<file path="config.mk">
export PLATFORM = sky130hd
export DESIGN_NAME = ring_link_arbiter
export DESIGN_NICKNAME = d
export VERILOG_FILES = /design/src/rtl/ring_link_arbiter.sv
export SDC_FILE = /design/constraint.sdc
export NUM_CORES = 1
export LEC_CHECK = 0
export BUFFER_PORTS_ARGS = -buffer_cell sky130_fd_sc_hd__buf_4
export CAP_MARGIN = 20
export CORE_MARGIN = 5
export CORE_UTILIZATION = 51
export DETAILED_ROUTE_END_ITERATION = 8
export GPL_TIMING_DRIVEN = 0
export PLACE_DENSITY = 0.9
export SLEW_MARGIN = 15
export SYNTH_ARGS = -nofsm -noshare
export SYNTH_HDL_FRONTEND = slang
export SYNTH_SLANG_ARGS = --single-unit
</file>
<file path="constraint.sdc">
create_clock -name clk_i -period 5.6 [get_ports clk_i]
set_input_delay 0.56 -clock clk_i [delete_from_list [all_inputs] [get_ports clk_i]]
set_output_delay 0.56 -clock clk_i [all_outputs]
set_load 0.01 [all_outputs]
</file>
<file path="src/rtl/ring_link_arbiter.sv">
// Ring output link arbiter: pass-through vs. local injection with bounded local
// starvation, feeding a small output FIFO so the link is driven from flops.
module ring_link_arbiter #(
  parameter int unsigned DataWidth     = 64,
  parameter int unsigned FifoDepth     = 2,
  parameter int unsigned MaxPassStreak = 4,
  localparam int unsigned CntWidth     = $clog2(FifoDepth + 1),
  localparam int unsigned StreakWidth  = $clog2(MaxPassStreak + 1)
) (
  input  logic                 clk_i,
  input  logic                 rst_i,
  input  logic [DataWidth-1:0] pass_data_i,
  input  logic                 pass_valid_i,
  output logic                 pass_ready_o,
  input  logic [DataWidth-1:0] local_data_i,
  input  logic                 local_valid_i,
  output logic                 local_ready_o,
  output logic [DataWidth-1:0] ring_data_o,
  output logic                 ring_valid_o,
  input  logic                 ring_ready_i,
  output logic [CntWidth-1:0]  occupancy_o,
  output logic                 local_src_o
);

  localparam int unsigned PtrWidth = (FifoDepth > 1) ? $clog2(FifoDepth) : 1;

  typedef struct packed {
    logic                 src;
    logic [DataWidth-1:0] data;
  } entry_t;

  entry_t                 mem_q [FifoDepth];
  logic [PtrWidth-1:0]    head_q;
  logic [PtrWidth-1:0]    tail_q;
  logic [CntWidth-1:0]    count_q;
  logic [StreakWidth-1:0] streak_q;

  logic space;
  logic streak_max;
  logic grant_pass;
  logic grant_local;
  logic push;
  logic pop;

  // Space depends only on stored occupancy, never on ring_ready_i.
  assign space      = count_q < CntWidth'(FifoDepth);
  assign streak_max = streak_q >= StreakWidth'(MaxPassStreak);

  // Pass-through wins unless local has waited out a full streak.
  always_comb begin
    grant_pass  = 1'b0;
    grant_local = 1'b0;
    if (space) begin
      if (pass_valid_i && (!local_valid_i || !streak_max)) begin
        grant_pass = 1'b1;
      end else if (local_valid_i) begin
        grant_local = 1'b1;
      end
    end
  end

  assign pass_ready_o  = grant_pass & ~rst_i;
  assign local_ready_o = grant_local & ~rst_i;
  assign push          = pass_ready_o | local_ready_o;
  assign pop           = ring_valid_o & ring_ready_i;

  always_ff @(posedge clk_i) begin
    if (push) begin
      mem_q[tail_q] <= '{src: local_ready_o, data: local_ready_o ? local_data_i : pass_data_i};
    end
  end

  always_ff @(posedge clk_i or posedge rst_i) begin
    if (rst_i) begin
      head_q   <= '0;
      tail_q   <= '0;
      count_q  <= '0;
      streak_q <= '0;
    end else begin
      if (push) tail_q <= tail_q + PtrWidth'(1);
      if (pop)  head_q <= head_q + PtrWidth'(1);
      if (push && !pop) begin
        count_q <= count_q + CntWidth'(1);
      end else if (!push && pop) begin
        count_q <= count_q - CntWidth'(1);
      end
      // Streak only measures pass grants made while local is actually waiting.
      if (!local_valid_i || local_ready_o) begin
        streak_q <= '0;
      end else if (pass_ready_o && !streak_max) begin
        streak_q <= streak_q + StreakWidth'(1);
      end
    end
  end

  assign occupancy_o  = count_q;
  assign ring_valid_o = count_q != '0;
  assign ring_data_o  = ring_valid_o ? mem_q[head_q].data : '0;
  assign local_src_o  = ring_valid_o ? mem_q[head_q].src : 1'b0;

  a_no_push_when_full : assert property (@(posedge clk_i) disable iff (rst_i) !(push && !space));

endmodule

</file>
==> results of run 1 <==
critical path: stages, from the launching register on:
cell and delay [ns]:
dfrtp_1 0.48, nor2_1 0.19, clkbuf_1 0.50, buf_2 0.37
nor2_1 0.12, buf_4 0.16
placed cells by master (no fill, tap or decap), types with 3 or more instances in the layout:
cell type | netlist | routed
a21boi_0 | 3 | 3
buf_2 | 12 | 12
buf_4 | 1 | 203
buf_6 | 6 | 6
bufinv_16 | 0 | 5
clkbuf_1 | 3 | 5
clkbuf_16 | 0 | 17
clkinv_4 | 0 | 3
dfrtp_1 | 7 | 7
edfxtp_1 | 130 | 130
ha_1 | 3 | 3
inv_1 | 5 | 5
mux2_2 | 15 | 15
mux2_4 | 49 | 49
mux2i_1 | 65 | 65
nand3_1 | 3 | 3
nor2_1 | 67 | 67
o21ai_0 | 3 | 3
xor2_1 | 3 | 3
layer usage:
layer / track usage / up-vias / share of wire
met3: 0.05472 / 21 / 0.073
li1: - / 1868 / -
met1: 0.2280 / 1906 / 0.38
met4: 0.07720 / 0 / 0.016
met5: 0 / - / 0
met2: 0.3671 / 177 / 0.53
sequential cells by signal, summed over array words and instances, names as in the netlist:
| name | flops |
|---|---|
| mem_q | 130 |
| streak_q | 3 |
| occupancy_o | 2 |
| head_q | 1 |
| tail_q | 1 |
through the flow:
stage / hold slack, ns / utilization / instance area (um2) / setup WS (ns)
floorplan: 0.3634 / - / 6259 / 1.295
global placement: 0.4712 / 0.6626 / 7959 / -0.2690
detailed placement: 0.5406 / 0.6697 / 8044 / 3.052
CTS: 0.1177 / 0.7225 / 8678 / 2.762
global route: 0.1468 / 0.7225 / 8678 / 2.720
finish: 0.1281 / 0.7225 / 8678 / 2.817
cell type report:
class                   instances  area [um2]
multi-input cells             222        2024
repair buffers                205        1592
flip-flops and latches        137        4079
clock buffers                  19       432.9
fillers                       783        3333
inverters                       5       18.77
plain buffers                  22       146.4
well taps                     147       183.9
clock inverters                13       201.4
power by group through the flow:
stage	logic, mW	registers (mW)	clock network (mW)
final	1.53	1.37	1.19
after global routing	1.64	1.38	1.25
after CTS	1.55	1.37	1.20
after detailed placement	1.53	1.39	0
after global placement	1.47	1.39	0
after floorplan	0.815	1.38	0
logic make-up after synthesis:
group | after synthesis | synth area share
DFF | 137 | 0.6517
muxes | 129 | 0.2485
and+or+nand+nor | 78 | 0.05318
buffers and inverters | 27 | 0.02639
AOI/OAI and AO/OA | 7 | 0.007197
xor gates and xnor gates | 5 | 0.006998
adders and majority gates | 3 | 0.005998
worst paths after layout:
kind / endpoint / slack (ns) / cells after the start
hold / removal: occupancy_o[0]$_DFFE_PP0P_ / 0.13 / 2
min in group clk_i: streak_q[1]$_DFFE_PP0P_ / 0.45 / 2
hold reg to reg: occupancy_o[0]$_DFFE_PP0P_ / 0.55 / 1
max in group asynchronous: tail_q$_DFFE_PP0P_ / 5.25 / 2
setup / recovery: ring_data_o[58] / 2.82 / 5
setup reg to reg: mem_q[0][53]$_DFFE_PP_ / 3.20 / 5
==> reports/qor.csv, run 1 <==
stage;metric;value;unit
logic_synthesis;total of flip-flops plus latches after synthesis;137;
clock_tree;post-CTS setup-driven buffer insertion count;0;
worst_setup_path;WP data required;5.04;ns
sta;Tightest Pin Transition;0.7204;ns
logic_synthesis;list of most frequent post-synthesis cells;edfxtp_1, nor2_1, mux2i_1, mux2_4, mux2_2;
logic_synthesis;count of mapped cells out of synthesis;386;
sta;Pins Over Slew Limit;0;
worst_setup_path;worst path arrival time;2.22;ns
logic_synthesis;leading area contributor after synthesis;edfxtp_1;
clock_tree;clock buffer depth;2;
clock_tree;total of cells resized after clock tree synthesis;0;
clock_tree;number of buffers created by CTS;17;
detailed_routing;number of violations reported at the end of detailed-routing iteration 0;126;
global_routing;antenna violations before repair;0;
clock_tree;clock latency at the later pin of the worst-skew pair;0.41;ns
floorplan;Core Footprint;12010;um2
detailed_routing;Avg WL per Cell;19.00;um
logic_synthesis;average instance area after synthesis;16.21;um2
floorplan;floorplan die height;120.8;um
sta;period utilisation layout;0.4970;
clock_tree;number of clock sinks;137;
power_and_ir_drop;Clk network pwr share;0.291;
logic_synthesis;number of nets produced by synthesis;522;
floorplan;starting density of the core;0.5210;
clock_tree;CTS H-tree lvls;4;
logic_synthesis;cell with the most instances after synthesis;edfxtp_1;
logic_synthesis;Post-Syn Area;6259;um2
worst_setup_path;largest fanout of any net on the critical path;10;
sta;final worst path period need;2.783;ns
detailed_routing;drc violations;0;
sta;total negative slack for setup checks;0;ns
sta;highest clock frequency the design can meet;359.3;MHz
worst_setup_path;category of the worst setup path capture point;output pin;
clock_tree;CTS tree;done;
power_and_ir_drop;IR drop worst, VDD;0.2444;mV
power_and_ir_drop;switching share of power;0.3075;
run;max-capacitance violation count;0;
worst_setup_path;Worst setup startpoint;occupancy_o[1]$_DFFE_PP0P_;
cells_and_area;diode insertion count for antenna repair;0;
power_and_ir_drop;Final Power;4.084;mW
logic_synthesis;proportion of synthesized chip area in sequential cells;0.6517;
logic_synthesis;asr flop ratio synth;0.05109;
cells_and_area;Cell Count, Final, Fillers Out;770;
global_routing;wire length of the first global-routing pass;22.69;mm
worst_setup_path;startpoint type of the worst setup path;flop;
clock_tree;clock transition at the register clock pins on the worst setup and hold paths after CTS;0.06;ns
logic_synthesis;number of unique standard cell types used by synthesis;25;
placement;buffers added on ports;202;
power_and_ir_drop;switching power total;1.256;mW
floorplan;floorplan row count;40;
cells_and_area;area growth from synthesis to final layout;38.66;%
floorplan;die outline area;14590;um2
power_and_ir_drop;internal portion of total power;2.828;mW
power_and_ir_drop;Leakage Power;3.862;nW
sta;unrepaired setup endpoints after global routing;false;
sta;Final Skew;0.006722;ns
logic_synthesis;cells taking the most area after synthesis;edfxtp_1, mux2_4, mux2i_1;
global_routing;number of global-route vias before repair;4476;
logic_synthesis;total number of yosys warnings;0;
sta;hold violation total from the final report;0;
placement;post-placement cell count;738;
cells_and_area;number of nets at the end of the flow;746;
detailed_routing;Detailed Routing Iterations Pass 1;4;
detailed_routing;average via count per standard cell;5.158;
clock_tree;hold-fix buffers at CTS;0;
detailed_routing;detailed-route wire length;14.63;mm
global_routing;leftover overflow at the end of global routing;0;
clock_tree;clock tree root driver cell;clkbuf_16;
power_and_ir_drop;combinational share of power;0.374;
power_and_ir_drop;power density cells;470.6;nW/um2
placement;post-detailed-placement half-perimeter wirelength;10.86;mm
global_routing;total global-route track usage;0.2030;
outcome;result of the run;finished clean;
power_and_ir_drop;part of the power in registers;0.334;
cells_and_area;share of layout cells above drive strength 1;0.5152;
floorplan;die extent in x;120.8;um
detailed_routing;routed vias;3972;
logic_synthesis;number of synthesized flops with an enable pin;130;
placement;global placement routability congestion;0.7614;
logic_synthesis;Top FF cell, synth;edfxtp_1;
worst_setup_path;Reg-to-Reg Start;occupancy_o[1]$_DFFE_PP0P_;
detailed_routing;post-route ant nets;0;
global_routing;pin count of the biggest net entering global routing;45;
sta;headroom to the max-slew limit;0.5187;
worst_setup_path;path type of the worst setup path;flop to output pin;
sta;final number of setup-violating endpoints;0;
hold_path;worst hold path class;input pin to asynchronous set/reset pin;
floorplan;io pins;203;
logic_synthesis;area fraction of the dominant cell type after synthesis;0.6238;
Power figures use the tool's default switching activity.
==> run 2, diff against run 1 <==
Settings changed: CORE_UTILIZATION 51 to 46, PLACE_DENSITY 0.9 to 0.86.
Clock period 5.6 ns to 2.3 ns, I/O delays scaled along.
==> reports/qor.csv, run 2 (synthesis gave the netlist of run 1 again) <==
stage;metric;value;unit;change
sta;period utilisation layout;0.9294;;
detailed_routing;drc violations;0;;unchanged
floorplan;die outline area;16040;um2;+9.9%
cells_and_area;Core Util, Final;0.6494;;-0.07305
hold_path;worst hold path class;input pin to flop;;
sta;Final Skew;0.008366;ns;+0.001644 ns
global_routing;wire length of the first global-routing pass;22.16;mm;-2.4%
cells_and_area;diode insertion count for antenna repair;0;;unchanged
detailed_routing;Detailed Routing Iterations Pass 1;4;;unchanged
worst_setup_path;path type of the worst setup path;flop to output pin;;
cells_and_area;count of fill cells added during filler insertion;937;;+20%
worst_setup_path;cell type of the slowest stage on the worst timing path;dfrtp_1;;
global_routing;total global-route track usage;0.1787;;-0.02427
detailed_routing;post-route ant nets;0;;unchanged
floorplan;floorplan die height;126.6;um;+4.9%
power_and_ir_drop;power density cells;1104;nW/um2;+130%
clock_tree;CTS tree;done;;
clock_tree;post-CTS setup-driven buffer insertion count;0;;unchanged
cells_and_area;most frequent standard cell in the layout excluding fill and tap cells;buf_4;;
cells_and_area;largest register by flop count;mem_q;;
cells_and_area;area growth from synthesis to final layout;37.96;%;
cells_and_area;commonest cells after routing, fill and taps aside;buf_4, edfxtp_1, nor2_1;;
sta;hold violation total from the final report;0;;unchanged
floorplan;Core Footprint;13300;um2;+11%
floorplan;starting density of the core;0.4707;;-0.05031
global_routing;pin count of the biggest net entering global routing;40;;-11%
clock_tree;clock transition at the register clock pins on the worst setup and hold paths after CTS;0.06;ns;about the same
detailed_routing;detailed-route wire length;14.16;mm;-3.2%
detailed_routing;number of violations reported at the end of detailed-routing iteration 0;173;;+37%
floorplan;floorplan row count;42;;+5.0%
worst_setup_path;category of the worst setup path capture point;output pin;;
cells_and_area;share of layout cells above drive strength 1;0.5201;;+0.004815
cells_and_area;Largest register FFs;130;;unchanged
cells_and_area;Cell Count, Final, Fillers Out;799;;+3.8%
worst_setup_path;chain of cells forming the critical path;clkbuf_1 -> buf_2 -> buf_4 -> mux2i_1 -> nor2_1 -> buf_4;;
sta;total negative slack for setup checks;0;ns;unchanged
worst_setup_path;worst path arrival time;1.91;ns;-0.31 ns
floorplan;io pins;203;;unchanged
sta;Pins Over Slew Limit;0;;unchanged
worst_setup_path;cell repeated most along the worst path;buf_4;;
run;max-capacitance violation count;0;;unchanged
sta;final worst path period need;2.138;ns;
outcome;result of the run;finished clean;;
placement;post-detailed-placement half-perimeter wirelength;10.48;mm;-3.5%
sta;highest clock frequency the design can meet;467.8;MHz;
sta;Tightest Pin Transition;0.5438;ns;-0.1766 ns
global_routing;antenna violations before repair;0;;unchanged
clock_tree;clock latency at the later pin of the worst-skew pair;0.41;ns;about the same
sta;final number of setup-violating endpoints;0;;unchanged
global_routing;number of global-route vias before repair;4330;;-3.3%
placement;post-placement cell count;767;;+3.9%
worst_setup_path;largest fanout of any net on the critical path;10;;unchanged
detailed_routing;Avg WL per Cell;17.72;um;-6.7%
power_and_ir_drop;IR drop worst, VDD;0.6577;mV;+170%
global_routing;leftover overflow at the end of global routing;0;;unchanged
worst_setup_path;WP data required;2.07;ns;-2.97 ns
sta;headroom to the max-slew limit;0.6367;;+0.1180
clock_tree;clock tree root driver cell;clkbuf_16;;
clock_tree;number of clock sinks;137;;unchanged
detailed_routing;routed vias;3932;;-1.0%
clock_tree;number of buffers created by CTS;17;;unchanged
placement;global placement routability congestion;0.7887;;+3.6%
power_and_ir_drop;Leakage Power;3.812;nW;-1.3%
cells_and_area;number of nets at the end of the flow;747;;+0.13%
worst_setup_path;Worst path max stage delay;0.31;ns;-0.19 ns
worst_setup_path;startpoint type of the worst setup path;flop;;
clock_tree;CTS H-tree lvls;4;;unchanged
clock_tree;clock buffer depth;2;;unchanged
placement;buffers added on ports;202;;unchanged
floorplan;die extent in x;126.6;um;+4.9%
detailed_routing;average via count per standard cell;4.921;;-4.6%
worst_setup_path;worst reg-to-reg setup slack;0.32;ns;-2.88 ns
sta;unrepaired setup endpoints after global routing;false;;
run 2: changes by cell type in the layout (fill, tap and decap cells not counted), moves of 2 or more:
cell and change:
buf_16 -2, clkbuf_1 -3, clkinvlp_4 +4, buf_4 +2, buf_2 -3, buf_12 +2
inv_6 +3, bufinv_16 -4
run 2: where the power goes:
part / internal, mW / leakage (nW) / total (mW) / switching [mW]
logic: 1.78 / 2.28 / 3.70 / 1.92
registers: 3.20 / 1.28 / 3.32 / 0.122
clock network: 1.48 / 0.253 / 2.51 / 1.03
total: 6.45 / 3.81 / 9.53 / 3.08
run 2: layer usage:
layer | GRT usage | up-vias | wire length [um]
met1 | 0.2074 | 1867 | 5494
met4 | 0.05678 | 0 | 129
met3 | 0.06095 | 10 | 1195
met2 | 0.3120 | 181 | 7338
met5 | 0 | - | 0
li1 | - | 1874 | -
run 2: worst paths after layout:
check	from	end	depth (start not counted)
setup reg to reg	occupancy_o[1]$_DFFE_PP0P_	mem_q[0][27]$_DFFE_PP_	4
min in group asynchronous	rst_i	occupancy_o[0]$_DFFE_PP0P_	3
hold / removal	local_data_i[49]	mem_q[1][49]$_DFFE_PP_	2
setup / recovery	head_q$_DFFE_PP0P_	ring_data_o[25]	6
hold reg to reg	occupancy_o[0]$_DFFE_PP0P_	occupancy_o[0]$_DFFE_PP0P_	1
max in group asynchronous	rst_i	occupancy_o[1]$_DFFE_PP0P_	3
run 2: critical path: cells and delay by family, from the launching register on:
family / cells / cell delay (ns)
buffers and inverters: 4 / 0.87
DFF: 1 / 0.31
muxes: 1 / 0.25
and+or+nand+nor: 1 / 0.06
run 2: timing repair:
item	CTS	global route
resized for setup	2	3
endpoints found under the hold margin	7	0
setup endpoints to repair	50	19
hold buffers	1	0
run 2: area by class of cell:
class / instances / area [um2] / area share
sequential: 137 / 4080 / 0.4725
timing repair buffer: 206 / 1587 / 0.1837
tap: 176 / 220.2 / 0.02550
clock buffer: 17 / 425.4 / 0.04927
buffer: 22 / 155.1 / 0.01797
clock inverter: 14 / 123.9 / 0.01435
multi-input combinational: 222 / 2024 / 0.2345
inverter: 5 / 18.77 / 0.002174
run 2: metrics by stage:
stage	instance area, um2	total power [mW]	hold WS, ns	worst slack, ns
floorplan	6269	5.344	0.03333	0.03105
global placement	8005	6.984	0.2026	-0.5104
detailed placement	8066	7.114	0.2221	0.2950
CTS	8630	9.644	0.1050	0.01786
global route	8635	10.04	0.1133	0.02355
finish	8635	9.529	0.1292	0.1623
==> run 3, diff against run 2 <==
Settings changed: ABC_AREA from default to 1, PLACE_DENSITY 0.86 to 0.87.
==> reports/qor.csv, run 3 <==
stage;metric;value;unit;change
logic_synthesis;total of flip-flops plus latches after synthesis;137;;unchanged
floorplan;starting density of the core;0.4634;;-0.007355
global_routing;number of global-route vias before repair;5018;;+16%
detailed_routing;detailed-route wire length;16.24;mm;+15%
logic_synthesis;asr flop ratio synth;0.05109;;unchanged
clock_tree;clock latency at the later pin of the worst-skew pair;0.41;ns;about the same
power_and_ir_drop;IR drop worst, VDD;0.8712;mV;+32%
worst_setup_path;Register-to-Register Path Depth;8;;+4
logic_synthesis;total number of yosys warnings;0;;unchanged
logic_synthesis;area fraction of the dominant cell type after synthesis;0.6438;;+0.02008
cells_and_area;area growth from synthesis to final layout;40.30;%;
worst_setup_path;Reg-to-Reg Start;streak_q[2]$_DFFE_PP0P_;;
logic_synthesis;average instance area after synthesis;9.956;um2;-39%
global_routing;antenna violations before repair;0;;unchanged
sta;highest clock frequency the design can meet;463.3;MHz;-0.97%
logic_synthesis;number of synthesized flops with an enable pin;130;;unchanged
cells_and_area;largest register by flop count;mem_q;;
power_and_ir_drop;power density cells;1188;nW/um2;+7.6%
clock_tree;CTS tree;done;;
worst_setup_path;worst reg-to-reg setup slack;0.21;ns;-0.11 ns
cells_and_area;number of nets at the end of the flow;971;;+30%
cells_and_area;area of all sequential standard cells;4079;um2;about the same
placement;post-detailed-placement half-perimeter wirelength;11.37;mm;+8.5%
detailed_routing;Avg WL per Cell;15.86;um;-10%
hold_path;worst hold path endpoint;mem_q[1][15]$_DFFE_PP_;;
worst_setup_path;largest fanout of any net on the critical path;10;;unchanged
hold_path;start point of the worst min-delay path;pass_data_i[15];;
detailed_routing;number of violations reported at the end of detailed-routing iteration 0;418;;+140%
floorplan;die outline area;15580;um2;-2.9%
floorplan;die extent in x;124.8;um;-1.4%
worst_setup_path;startpoint type of the worst setup path;flop;;
placement;global placement routability congestion;0.8427;;+6.8%
logic_synthesis;leading area contributor after synthesis;edfxtp_1;;
floorplan;io pins;203;;unchanged
floorplan;floorplan die height;124.8;um;-1.4%
sta;final worst path period need;2.159;ns;+0.02093 ns
hold_path;worst hold path class;input pin to flop;;
worst_setup_path;worst path arrival time;1.93;ns;+0.02 ns
global_routing;leftover overflow at the end of global routing;0;;unchanged
worst_setup_path;path type of the worst setup path;flop to output pin;;
clock_tree;number of buffers created by CTS;17;;unchanged
cells_and_area;commonest cells after routing, fill and taps aside;nand2_1, buf_4, edfxtp_1;;
global_routing;total global-route track usage;0.2059;;+0.02719
sta;period utilisation layout;0.9385;;+0.009099
sta;unrepaired setup endpoints after global routing;false;;
power_and_ir_drop;Leakage Power;3.813;nW;about the same
logic_synthesis;proportion of synthesized chip area in sequential cells;0.6727;;+0.02098
floorplan;floorplan row count;42;;unchanged
cells_and_area;diode insertion count for antenna repair;0;;unchanged
clock_tree;number of clock sinks;137;;unchanged
worst_setup_path;reg-to-reg critical path endpoint;mem_q[0][28]$_DFFE_PP_;;
hold_path;count of cells along the worst hold path;3;;+1
logic_synthesis;list of most frequent post-synthesis cells;nand2_1, edfxtp_1, a21oi_1, buf_2, inv_1;;
sta;Tightest Pin Transition;0.4891;ns;-0.05466 ns
sta;total negative slack for setup checks;0;ns;unchanged
logic_synthesis;cells taking the most area after synthesis;edfxtp_1, nand2_1, a21oi_1;;
logic_synthesis;Top FF cell, synth;edfxtp_1;;
cells_and_area;Largest register FFs;130;;unchanged
cells_and_area;share of layout cells above drive strength 1;0.3208;;-0.1993
logic_synthesis;number of nets produced by synthesis;745;;+43%
run;max-capacitance violation count;0;;unchanged
cells_and_area;multi-input gate area in the final layout;1740;um2;-14%
worst_setup_path;WP data required;2.07;ns;about the same
clock_tree;clock buffer depth;2;;unchanged
clock_tree;clock transition at the register clock pins on the worst setup and hold paths after CTS;0.06;ns;about the same
placement;area of placed instances;7871;um2;-2.4%
global_routing;wire length of the first global-routing pass;25.07;mm;+13%
clock_tree;post-CTS setup-driven buffer insertion count;0;;unchanged
cells_and_area;most frequent standard cell in the layout excluding fill and tap cells;nand2_1;;
outcome;result of the run;finished clean;;
detailed_routing;post-route ant nets;0;;unchanged
sta;Pins Over Slew Limit;0;;unchanged
cells_and_area;count of fill cells added during filler insertion;973;;+3.8%
logic_synthesis;cell with the most instances after synthesis;nand2_1;;
detailed_routing;average via count per standard cell;4.894;;-0.56%
floorplan;Core Footprint;13090;um2;-1.6%
global_routing;pin count of the biggest net entering global routing;36;;-10%
detailed_routing;Detailed Routing Iterations Pass 1;5;;+1
detailed_routing;drc violations;0;;unchanged
cells_and_area;post-route design area;8507;um2;-1.5%
sta;headroom to the max-slew limit;0.6739;;+0.03721
logic_synthesis;Post-Syn Area;6063;um2;-3.1%
detailed_routing;routed vias;5011;;+27%
placement;buffers added on ports;202;;unchanged
logic_synthesis;number of unique standard cell types used by synthesis;18;;-28%
clock_tree;clock tree root driver cell;clkbuf_16;;
clock_tree;CTS H-tree lvls;4;;unchanged
sta;hold violation total from the final report;0;;unchanged
sta;final number of setup-violating endpoints;0;;unchanged
logic_synthesis;count of mapped cells out of synthesis;609;;+58%
worst_setup_path;category of the worst setup path capture point;output pin;;
sta;Final Skew;0.005560;ns;-0.002805 ns
[run 3: cells by family (layout without fill, tap and decap cells)]
family / after synthesis / count (layout) / synth area share
flip-flops: 137 / 137 / 0.6727
XOR/XNOR: 3 / 3 / 0.004334
buffers and inverters: 50 / 289 / 0.04148
AO/OA/AOI/OAI: 66 / 66 / 0.05448
adder cells (fa/ha/maj): 3 / 3 / 0.006191
AND/OR/NAND/NOR: 350 / 350 / 0.2208
[run 3: cell type report]
type,instances,area share
clock inverter,15,0.02147
buffer,34,0.02368
timing repair inverter,1,0.0008825
inverter,16,0.007501
clock buffer,17,0.05001
timing repair buffer,206,0.1865
tap,176,0.02589
multi-input combinational,422,0.2046
sequential,137,0.4795
[run 3: how the worst max path moves through the flow]
stage	start	endpoint	slack (ns)	cells past startpoint
detailed placement	streak_q[2]$_DFFE_PP0P_	mem_q[0][26]$_DFFE_PP_	0.04	8
CTS	head_q$_DFFE_PP0P_	ring_data_o[14]	0.02	6
floorplan	occupancy_o[1]$_DFFE_PP0P_	mem_q[1][0]$_DFFE_PP_	0.05	5
global placement	streak_q[2]$_DFFE_PP0P_	mem_q[1][26]$_DFFE_PP_	-0.44	7
finish	head_q$_DFFE_PP0P_	ring_data_o[22]	0.14	6
global route	streak_q[2]$_DFFE_PP0P_	mem_q[0][44]$_DFFE_PP_	0.009	8
[run 3: metrics by stage]
step	worst slack [ns]	hold slack, ns	utilization	cells	power [mW]
after floorplan	0.05437	0.03340	-	609	5.389
after global routing	0.009022	0.1024	0.6501	1024	10.64
final	0.1414	0.1014	0.6501	1024	10.10
after detailed placement	0.04029	0.2236	0.6015	990	7.358
after global placement	-0.4358	0.2064	0.5970	987	7.227
after CTS	0.02310	0.08033	0.6491	1023	10.16
[run 3: what timing repair did]
action	4_1_cts	5_1_grt
endpoints found under the setup margin	8	52
pin swaps	0	0
resized for setup	3	10
gates cloned	0	1
hold buffers	1	0
hold endpoints to repair	7	0
[run 3: routing by layer]
layer	vias to the layer above	global-route usage	share of wire
met1	2338	0.2320	0.38
met5	-	0	0
met4	0	0.09375	0.020
met2	194	0.3658	0.54
li1	2458	-	-
met3	21	0.05317	0.062
[run 3: critical path, cell delays in order, from the launching register on]
cell	delay, ns
dfrtp_1	0.39
inv_1	0.11
buf_2	0.30
clkbuf_2	0.29
nand2_1	0.09
a21oi_1	0.18
buf_4	0.15
[run 3: report_power, final]
| group | switching [mW] | internal, mW |
|---|---|---|
| logic | 2.31 | 1.61 |
| clock network | 0.985 | 1.79 |
| registers | 0.127 | 3.29 |
| total | 3.42 | 6.68 |
